[config.mk]
export PLATFORM = sky130hd
export DESIGN_NAME = muldiv_unit
export DESIGN_NICKNAME = d
export VERILOG_FILES = /design/src/rtl/aludefs_pkg.sv /design/src/rtl/muldiv_div_step.sv /design/src/rtl/muldiv_unit.sv
export SDC_FILE = /design/constraint.sdc
export NUM_CORES = 2
export LEC_CHECK = 0
export CORE_UTILIZATION = 65
export CTS_BUF_LIST = sky130_fd_sc_hd__clkbuf_8
export CTS_CLUSTER_SIZE = 8
export DETAILED_ROUTE_END_ITERATION = 6
export PLACE_DENSITY = 0.89
export SLEW_MARGIN = 20
export SYNTH_ARGS = -nofsm -noshare
export SYNTH_HDL_FRONTEND = slang
export SYNTH_SLANG_ARGS = --single-unit
export TNS_END_PERCENT = 1
[constraint.sdc]
create_clock -name I_clk -period 24 [get_ports I_clk]
set_input_delay 4.8 -clock I_clk [delete_from_list [all_inputs] [get_ports I_clk]]
set_output_delay 4.8 -clock I_clk [all_outputs]
set_load 0.1 [all_outputs]
[src/rtl/aludefs_pkg.sv]
// ---------------------------------------------------------------------------
// aludefs: shared definitions for the M-extension multiply/divide unit.
//   - MD_MUL..MD_REMU : funct3 encodings of the eight M-ops
//   - MD_ST_*         : muldiv_unit FSM state encodings. The state names carry
//                       an _ST_ infix so MD_MUL (opcode) and the multiply state
//                       can coexist in one namespace.
//   - helper functions to classify an opcode.
// ---------------------------------------------------------------------------
package aludefs;

   localparam logic [2:0] MD_MUL    = 3'd0;
   localparam logic [2:0] MD_MULH   = 3'd1;
   localparam logic [2:0] MD_MULHSU = 3'd2;
   localparam logic [2:0] MD_MULHU  = 3'd3;
   localparam logic [2:0] MD_DIV    = 3'd4;
   localparam logic [2:0] MD_DIVU   = 3'd5;
   localparam logic [2:0] MD_REM    = 3'd6;
   localparam logic [2:0] MD_REMU   = 3'd7;

   localparam logic [1:0] MD_ST_IDLE = 2'd0;
   localparam logic [1:0] MD_ST_MUL  = 2'd1;
   localparam logic [1:0] MD_ST_DIV  = 2'd2;
   localparam logic [1:0] MD_ST_FIX  = 2'd3;

   // All divide/remainder ops have funct3[2] set.
   function automatic logic md_is_div(input logic [2:0] op);
      return op[2];
   endfunction

   // Only DIV and REM treat their operands as two's complement.
   function automatic logic md_div_signed(input logic [2:0] op);
      return (op == MD_DIV) || (op == MD_REM);
   endfunction

endpackage

[src/rtl/muldiv_div_step.sv]
// ---------------------------------------------------------------------------
// muldiv_div_step: combinational radix-2^DIV_BITS restoring division step.
// Shifts DIV_BITS dividend bits (MSB first) into the partial remainder,
// subtracting the divisor whenever it fits.
//   rem_in   in  XLEN      partial remainder (always < divisor)
//   divisor  in  XLEN      divisor magnitude
//   dvd_bits in  DIV_BITS  next dividend bits, MSB first
//   rem_out  out XLEN      updated partial remainder
//   quo_bits out DIV_BITS  quotient bits produced by this step
// ---------------------------------------------------------------------------
module muldiv_div_step
   import aludefs::*;
#(
   parameter int XLEN     = 32,
   parameter int DIV_BITS = 1
) (
   input  logic [XLEN-1:0]     rem_in,
   input  logic [XLEN-1:0]     divisor,
   input  logic [DIV_BITS-1:0] dvd_bits,
   output logic [XLEN-1:0]     rem_out,
   output logic [DIV_BITS-1:0] quo_bits
);

   // One extra bit: the shifted remainder can momentarily reach 2*divisor-1.
   logic [XLEN:0] r;

   always_comb begin
      r        = {1'b0, rem_in};
      quo_bits = '0;
      for (int i = DIV_BITS - 1; i >= 0; i--) begin
         r = {r[XLEN-1:0], dvd_bits[i]};
         if (r >= {1'b0, divisor}) begin
            r           = r - {1'b0, divisor};
            quo_bits[i] = 1'b1;
         end
      end
      rem_out = r[XLEN-1:0];
   end

endmodule

[src/rtl/muldiv_unit.sv]
// ---------------------------------------------------------------------------
// muldiv_unit: multi-cycle RISC-V M-extension execution unit.
// Multiplies go through a MUL_LATENCY-deep product path; divides run a
// restoring divider retiring DIV_BITS quotient bits per cycle on operand
// magnitudes, with signs applied in the final FIX state. Divide-by-zero and
// signed overflow skip the iteration and finish in one cycle.
//   I_clk     in  1     clock
//   I_reset   in  1     synchronous active-high reset
//   I_start   in  1     accept an op (ignored unless idle, or while I_kill)
//   I_op      in  3     funct3 of the M-op
//   I_dataS1  in  XLEN  rs1, captured on the accept edge
//   I_dataS2  in  XLEN  rs2, captured on the accept edge
//   I_kill    in  1     abort the in-flight op without a result
//   O_busy    out 1     op in flight, including the O_done cycle
//   O_done    out 1     single-cycle result strobe
//   O_data    out XLEN  last completed result
// ---------------------------------------------------------------------------
module muldiv_unit
   import aludefs::*;
#(
   parameter int XLEN        = 32,
   parameter int DIV_BITS    = 1,
   parameter int MUL_LATENCY = 1
) (
   input  logic            I_clk,
   input  logic            I_reset,
   input  logic            I_start,
   input  logic [2:0]      I_op,
   input  logic [XLEN-1:0] I_dataS1,
   input  logic [XLEN-1:0] I_dataS2,
   input  logic            I_kill,
   output logic            O_busy,
   output logic            O_done,
   output logic [XLEN-1:0] O_data
);

   localparam int ITER     = XLEN / DIV_BITS;
   localparam int CNT_W    = $clog2(ITER + 1);
   localparam int MUL_PIPE = (MUL_LATENCY > 1) ? MUL_LATENCY - 1 : 1;
   localparam logic [CNT_W-1:0] ITER_LAST = CNT_W'(ITER - 1);
   localparam logic [CNT_W-1:0] MUL_LAST  = CNT_W'((MUL_LATENCY > 1) ? MUL_LATENCY - 2 : 0);
   localparam logic [XLEN-1:0]  MOST_NEG  = {1'b1, {(XLEN-1){1'b0}}};

   logic [1:0]       state;
   logic [CNT_W-1:0] cnt;
   logic             accept;

   // Captured operation. dvd_q/dsr_q hold raw operands for multiplies and
   // magnitudes for divides; dvd_q becomes the quotient as it shifts.
   logic [2:0]      op_q;
   logic            spc_q, qneg_q, rneg_q;
   logic [XLEN-1:0] fix_q, dvd_q, dsr_q, rem_q;

   // Input-side decode
   logic            in_signed, s1_neg, s2_neg, div_zero, div_ovf, in_special;
   logic [XLEN-1:0] s1_mag, s2_mag, spc_val;

   always_comb begin
      in_signed  = md_div_signed(I_op);
      s1_neg     = in_signed & I_dataS1[XLEN-1];
      s2_neg     = in_signed & I_dataS2[XLEN-1];
      s1_mag     = s1_neg ? -I_dataS1 : I_dataS1;
      s2_mag     = s2_neg ? -I_dataS2 : I_dataS2;
      div_zero   = (I_dataS2 == '0);
      div_ovf    = in_signed && (I_dataS1 == MOST_NEG) && (I_dataS2 == '1);
      in_special = md_is_div(I_op) && (div_zero || div_ovf);
      // funct3[1] separates REM/REMU from DIV/DIVU.
      if (div_zero)
         spc_val = I_op[1] ? I_dataS1 : '1;
      else
         spc_val = I_op[1] ? '0 : I_dataS1;
   end

   assign accept = (state == MD_ST_IDLE) && I_start && !I_kill;
   assign O_busy = (state != MD_ST_IDLE) || O_done;

   // Multiply: operands extended to full product width so one unsigned
   // multiply yields the correct low 2*XLEN bits for every sign mix.
   logic                     a_sgn, b_sgn;
   logic signed [2*XLEN-1:0] mul_a, mul_b, mul_full;
   logic [2*XLEN-1:0]        prod_c, prod_fin;
   logic [2*XLEN-1:0]        prod_p [MUL_PIPE];

   always_comb begin
      a_sgn    = (op_q == MD_MUL) || (op_q == MD_MULH) || (op_q == MD_MULHSU);
      b_sgn    = (op_q == MD_MUL) || (op_q == MD_MULH);
      mul_a    = {{XLEN{a_sgn & dvd_q[XLEN-1]}}, dvd_q};
      mul_b    = {{XLEN{b_sgn & dsr_q[XLEN-1]}}, dsr_q};
      mul_full = mul_a * mul_b;
      prod_c   = mul_full;
   end

   // Product pipeline stage boundary: free-running shift chain, the FSM
   // counter decides when the tail holds the product of the current op.
   always_ff @(posedge I_clk) begin
      prod_p[0] <= prod_c;
      for (int k = 1; k < MUL_PIPE; k++)
         prod_p[k] <= prod_p[k-1];
   end

   assign prod_fin = (MUL_LATENCY == 1) ? prod_c : prod_p[MUL_PIPE-1];

   // Divide iteration
   logic [XLEN-1:0]     step_rem;
   logic [DIV_BITS-1:0] step_q;

   muldiv_div_step #(
      .XLEN     (XLEN),
      .DIV_BITS (DIV_BITS)
   ) u_step (
      .rem_in   (rem_q),
      .divisor  (dsr_q),
      .dvd_bits (dvd_q[XLEN-1 -: DIV_BITS]),
      .rem_out  (step_rem),
      .quo_bits (step_q)
   );

   // Datapath registers: no reset, qualified by accept / DIV state.
   always_ff @(posedge I_clk) begin
      if (accept) begin
         op_q   <= I_op;
         spc_q  <= in_special;
         fix_q  <= spc_val;
         qneg_q <= s1_neg ^ s2_neg;
         rneg_q <= s1_neg;
         rem_q  <= '0;
         dvd_q  <= s1_mag;
         dsr_q  <= md_is_div(I_op) ? s2_mag : I_dataS2;
      end else if (state == MD_ST_DIV) begin
         rem_q <= step_rem;
         dvd_q <= {dvd_q[XLEN-DIV_BITS-1:0], step_q};
      end
   end

   // Result selection and sign fix-up
   logic [XLEN-1:0] quo_fin, rem_fin, result;

   always_comb begin
      quo_fin = qneg_q ? -dvd_q : dvd_q;
      rem_fin = rneg_q ? -rem_q : rem_q;
      case (op_q)
         MD_MUL:                        result = prod_fin[XLEN-1:0];
         MD_MULH, MD_MULHSU, MD_MULHU:  result = prod_fin[2*XLEN-1:XLEN];
         MD_DIV, MD_DIVU:               result = spc_q ? fix_q : quo_fin;
         default:                       result = spc_q ? fix_q : rem_fin;
      endcase
   end

   // Control FSM. Priority: reset, then kill, then normal progress.
   always_ff @(posedge I_clk) begin
      if (I_reset) begin
         state  <= MD_ST_IDLE;
         cnt    <= '0;
         O_done <= 1'b0;
         O_data <= '0;
      end else begin
         O_done <= 1'b0;
         if ((state != MD_ST_IDLE) && I_kill) begin
            state <= MD_ST_IDLE;
         end else begin
            case (state)
               MD_ST_IDLE: begin
                  if (accept) begin
                     cnt <= '0;
                     if (md_is_div(I_op))
                        state <= in_special ? MD_ST_FIX : MD_ST_DIV;
                     else
                        state <= (MUL_LATENCY == 1) ? MD_ST_FIX : MD_ST_MUL;
                  end
               end
               MD_ST_MUL: begin
                  cnt <= cnt + 1'b1;
                  if (cnt == MUL_LAST) state <= MD_ST_FIX;
               end
               MD_ST_DIV: begin
                  cnt <= cnt + 1'b1;
                  if (cnt == ITER_LAST) state <= MD_ST_FIX;
               end
               default: begin
                  state  <= MD_ST_IDLE;
                  O_done <= 1'b1;
                  O_data <= result;
               end
            endcase
         end
      end
   end

endmodule

======== Word level (Yosys, flattened, before mapping) ========
Index checks and enable logic that the tools add are counted.
word-level totals
  flip-flop bits (word level) ............. 175
  output and inout bits ................... 34
  bits of input ports ..................... 71
operators by class
  magnitude comparators ................... 1
  reductions and logical operators ........ 27
  add/subtract/negate cells ............... 6
  mux-type cells .......................... 24
  $mul .................................... 1
  bitwise logic cells ..................... 7
  equality and inequality tests ........... 15
operators by type and width
  operator                                              count
  two-way mux 32 bit                                    13
  negator 32 bit                                        4
  case mux 32 bit (3 select lines)                      1
  equality test 32 bit (second input constant)          2
  multiplier 33 x 33 -> 64 bit                          1
  greater-or-equal comparator 33 x 32 -> 1 bit          1
  zero test 32 bit                                      1
  subtractor 32 bit                                     1
  equality test 3 bit (second input constant)           4
  case mux 6 bit (2 select lines)                       1
  adder 6 x 1 -> 6 bit (second input constant)          1
  equality test 3 x 2 -> 1 bit (second input constant)  2
  equality test 6 x 5 -> 1 bit (second input constant)  1
  logical AND 1 bit                                     6
  zero test 6 bit                                       1
  two-way mux 2 bit                                     3
  two-way mux 6 bit                                     1
  case mux 2 bit (3 select lines)                       1
  AND reduction 3 bit                                   2
  nonzero test 2 bit                                    3
  OR reduction 2 bit                                    3
  OR reduction 3 bit                                    2
  logical OR 1 bit                                      5
  AND 1 bit                                             4
  12 further kinds                                      17

======== Logic depth before layout (Yosys ltp) ========
  depth after elaboration ................. 10
  depth in mapped cells ................... 32

======== By module ========
Synthesis repeated with hierarchy kept, for this count alone.
unflattened totals
  cell total of the unflattened synthesis .. 5816
  area total of the unflattened synthesis .. 51134.0 um2
by module, submodules not included
  module           cells an instance  instances  area each (um2)
  muldiv_unit      5493               1          48803.1
  muldiv_div_step  323                1          2331.0

======== Worst setup path before layout ========
Ideal clock, no wire load.
  path type ............................... register -> register
  start ................................... register op_q[1]
  end ..................................... register O_data[23]
  required time ........................... 23.882 ns
  arrival time ............................ 8.267 ns
  period minus slack after synthesis ...... 8.385 ns
  buffers on the path ..................... 3
  cell stages (with the launch flop) ...... 28
  path slack .............................. 15.615 ns
  cell sequence ........................... edfxtp_1 clkbuf_1 a211oi_1 clkbuf_1 nand2_1 fa_1 fa_1 inv_1 fa_1 inv_1 fa_1 inv_1 fa_1 fa_1 fa_1 inv_1 fa_1 inv_1 ha_1 clkbuf_1 inv_1 nor2_1 nand3_1 or3_1 o221ai_1 xnor2_1 o211ai_1 o2111a_1
on the way
  cells in the longest elaborated chain, start to end .. 6
ends and longest elaborated chain
  what                                                                    RTL line                                                  text
  from (decl)                                                             muldiv_unit.sv:50                                         logic [2:0] op_q;
  from (signal assigned)                                                  muldiv_unit.sv:121                                        op_q <= I_op;
  equality test 3 x 1 -> 1 bit / zero test 3 bit (equally long branches)  muldiv_unit.sv:85, muldiv_unit.sv:86, muldiv_unit.sv:141
  logical OR 1 bit                                                        muldiv_unit.sv:85, muldiv_unit.sv:86
  logical OR 1 bit                                                        muldiv_unit.sv:85                                         a_sgn = (op_q == MD_MUL) || (op_q == MD_MULH) || (op_q == MD_MULHSU);
  AND 1 bit                                                               muldiv_unit.sv:87                                         mul_a = {{XLEN{a_sgn & dvd_q[XLEN-1]}}, dvd_q};
  multiplier 33 x 33 -> 64 bit                                            muldiv_unit.sv:89                                         mul_full = mul_a * mul_b;
  case mux 32 bit (3 select lines) *                                      muldiv_unit.sv:141                                        case (op_q)
  to (signal assigned)                                                    muldiv_unit.sv:182                                        O_data <= result;
  to (decl)                                                               muldiv_unit.sv:34                                         output logic [XLEN-1:0] O_data
Every way passes the cells marked *; elsewhere a longest branch is shown, timed or not.
A chain may end at the register's enable or synchronous reset.

======== Final worst setup path ========
  start ................................... register dvd_q[31]
  end ..................................... register O_data[29]
on the way
  cells in the longest elaborated chain, start to end .. 3
ends and longest elaborated chain
  what                                RTL line            text
  from (decl)                         muldiv_unit.sv:52   logic [XLEN-1:0] fix_q, dvd_q, dsr_q, rem_q;
  from (signal assigned)              muldiv_unit.sv:127  dvd_q <= s1_mag;
  from (signal assigned)              muldiv_unit.sv:131  dvd_q <= {dvd_q[XLEN-DIV_BITS-1:0], step_q};
  AND 1 bit                           muldiv_unit.sv:87
  multiplier 33 x 33 -> 64 bit *      muldiv_unit.sv:89
  case mux 32 bit (3 select lines) *  muldiv_unit.sv:141
Marked as above.

==> flow_metrics.tcl <==
set metrics [dict create \
    cts_buffers 17 \
    syn_nets 7234 \
    fin_hold_ws_ns 0.4739 \
    worstReg2RegStart "dvd_q[31]" \
    routed_via_density 6.243 \
    timing.fmax_ghz 0.09703 \
    hold_path.class "register to register" \
    via_count 41820 \
    synth_commonest_cells "inv_1, fa_1, nand2_1" \
    min_period_over_period 0.4294 \
    grt_overflow 0 \
    critical_path_class "register to register" \
    clk_path_buf_depth 2 \
    pin_count 105 \
    clk_pin_slew_ns 0.11 \
    grt_pass1_vias 44900 \
    hold_violations 0 \
    synthAdderAreaFrac 0.5108 \
    yosys-top-cells-area "fa_1, inv_1, nand2_1, ha_1, edfxtp_1" \
    endpoint "O_data[29]" \
    synth_ff_type "edfxtp_1" \
    route.antenna.remaining_nets 0 \
    synth_top_area_frac 0.4473 \
    cts_setup_buffers 0 \
    drt_iter0_drc 4929 \
    rsz0062_at_grt "false" \
    cp_num_buf_inv 9 \
    yosysMostFrequentCell "inv_1" \
    drive_gt1_frac 0.02772 \
    skew_ns 0.02780 \
    post-route-min-period_ns 10.31 \
    cp_slowest_stage_delay_ns 0.84 \
    start_util 0.6603 \
    fp.dieArea_sq_mm 0.07865 \
    r2r_end "O_data[29]" \
    hpwl_microns 124300 \
    antenna_found_initial 11 \
    path_max_fanout 31 \
    synth.distinct_cells 75 \
    start_kind "register" \
    clock_latency_ns 0.52 \
    ys_seq_area_frac 0.08977 \
    crit_path_end_kind "register" \
    die_width_microns 280.5 \
    area_growth_pct 4.203 \
    final_nets 7103 \
    drt_first_pass_iters 7 \
    synth.largest_area_cell "fa_1" \
    synthSimpleGateAreaFrac 0.1538 \
    synth_compound_area_frac 0.08099 \
    die_h_microns 280.5 \
    rr_worst_depth 28 \
    place_ws_ns 14.07 \
    htree_levels 4 \
    setup_tns_ns 0 \
    synth_cells 5781 \
    yosys_register_bits 175 \
    grt_max_degree 65 \
    synthMuxAreaShare 0.009062 \
    gp_congestion 1.112 \
    grt_pass1_wl_microns 247500 \
    fin_ws_ns 13.69 \
    synth_top_family_by_area "adder cells" \
    rows 101 \
    relSlewSlack 0.1858 \
    totalWireLength_microns 158400 \
    synthXorXnorAreaFrac 0.03667 \
    synth_area_sq_mm 0.05040 \
    required_ns 24.43 \
    final_max_slew_viol_count 0 \
    routedWlPerCell_microns 23.65 \
    drc 0 \
    path_depth 28 \
    coreArea_sq_mm 0.07633 \
    synth_edf_count 102 \
    maxCapViolCount 0 \
    port_buffers 104 \
    clockRootBuffer "clkbuf_8" \
    grt_use_total 0.4187 \
    crit_path_frequent_cell "fa_1" \
    yosysWarnings 0 \
    path_delay_family "adder cells" \
    r2r_setup_slack_ns 13.69 \
    finalSetupViolations 0 \
    cts.sinks 175 \
    worst_slew_pin_slew_ns 1.217 \
    synth-async-reset-ratio 0 \
    crit_slowest_cell "fa_1" \
    cts.repair.resized 0 \
    cts_tree "yes" \
    fill_cells 5654 \
    arrival_ns 10.73 \
    outcome "complete, no violations" \
    avgSynthCellArea_sq_um 8.718 \
    startpoint "dvd_q[31]" \
    cts_hold_buffers 0 \
]
-- worst min-delay path, stage by stage, from the launching register on --
cell and delay [ns]:
dfxtp_1 0.33, nand2_1 0.06, a21oi_1 0.05
-- per-stage QoR --
stage / area, sq um / util / cells
floorplan: 50400 / - / 5781
global placement: 52120 / 0.6828 / 6661
detailed placement: 52120 / 0.6828 / 6661
CTS: 52500 / 0.6879 / 6693
global route: 52510 / 0.6880 / 6696
finish: 52520 / 0.6880 / 6698
-- worst min-delay path by stage --
stage	startpoint	to	slack, ns	cells past startpoint
after floorplan	state[1]	state[1]	0.47	2
after global placement	O_data[4]	O_data[4]	0.45	2
after detailed placement	O_data[4]	O_data[4]	0.46	2
after CTS	O_data[4]	O_data[4]	0.48	2
after global routing	O_data[4]	O_data[4]	0.50	2
final	O_data[4]	O_data[4]	0.47	2
-- cells by family (layout without fill, tap and decap cells) --
kind of cell             count (synthesis)  count (layout)
flip-flops                             175             175
AND/OR/NAND/NOR                       1716            1716
other                                    0               5
XOR/XNOR                               211             211
AO/OA/AOI/OAI                          659             659
adder cells (fa/ha/maj)               1382            1382
buffers and inverters                 1593            1475
multiplexers                            45              45
-- placed cells by master (no fill, tap or decap), types with 102 or more instances in the layout --
cell type	n
fa_1	1126
xnor2_1	131
nand2_1	994
o21ai_0	213
and2_1	257
a21oi_1	177
nor2_1	192
clkdlybuf4s50_1	104
inv_1	1250
edfxtp_1	102
ha_1	256
-- area by class of cell --
class                      count  area [sq um]  share of cell area
antenna                        5         12.51           0.0002383
timing repair buffer         191          1694             0.03226
tap                         1030          1289             0.02454
multi-input combinational   4013         39910              0.7600
clock inverter                15         151.4            0.002883
sequential                   175          4524             0.08615
inverter                    1252          4701             0.08951
clock buffer                  17         234.0            0.004455
-- layer usage --
| layer | up-vias | part of all wire | GRT usage |
|---|---|---|---|
| li1 | 17240 | - | - |
| met1 | 20740 | 0.34 | 0.5194 |
| met2 | 3047 | 0.45 | 0.6441 |
| met3 | 783 | 0.14 | 0.1219 |
| met4 | 8 | 0.075 | 0.2672 |
| met5 | - | 0.00037 | 0 |
-- state kept, by name, indices dropped and copies added (netlist names), 2 cells and up --
| register | flops |
|---|---|
| O_data | 32 |
| dsr_q | 32 |
| dvd_q | 32 |
| fix_q | 32 |
| rem_q | 32 |
| cnt | 6 |
| op_q | 3 |
| state | 2 |
Power is left out: the tool's default activity adds up to more than one toggle a clock period on the data nets, which glitch-free logic cannot reach.
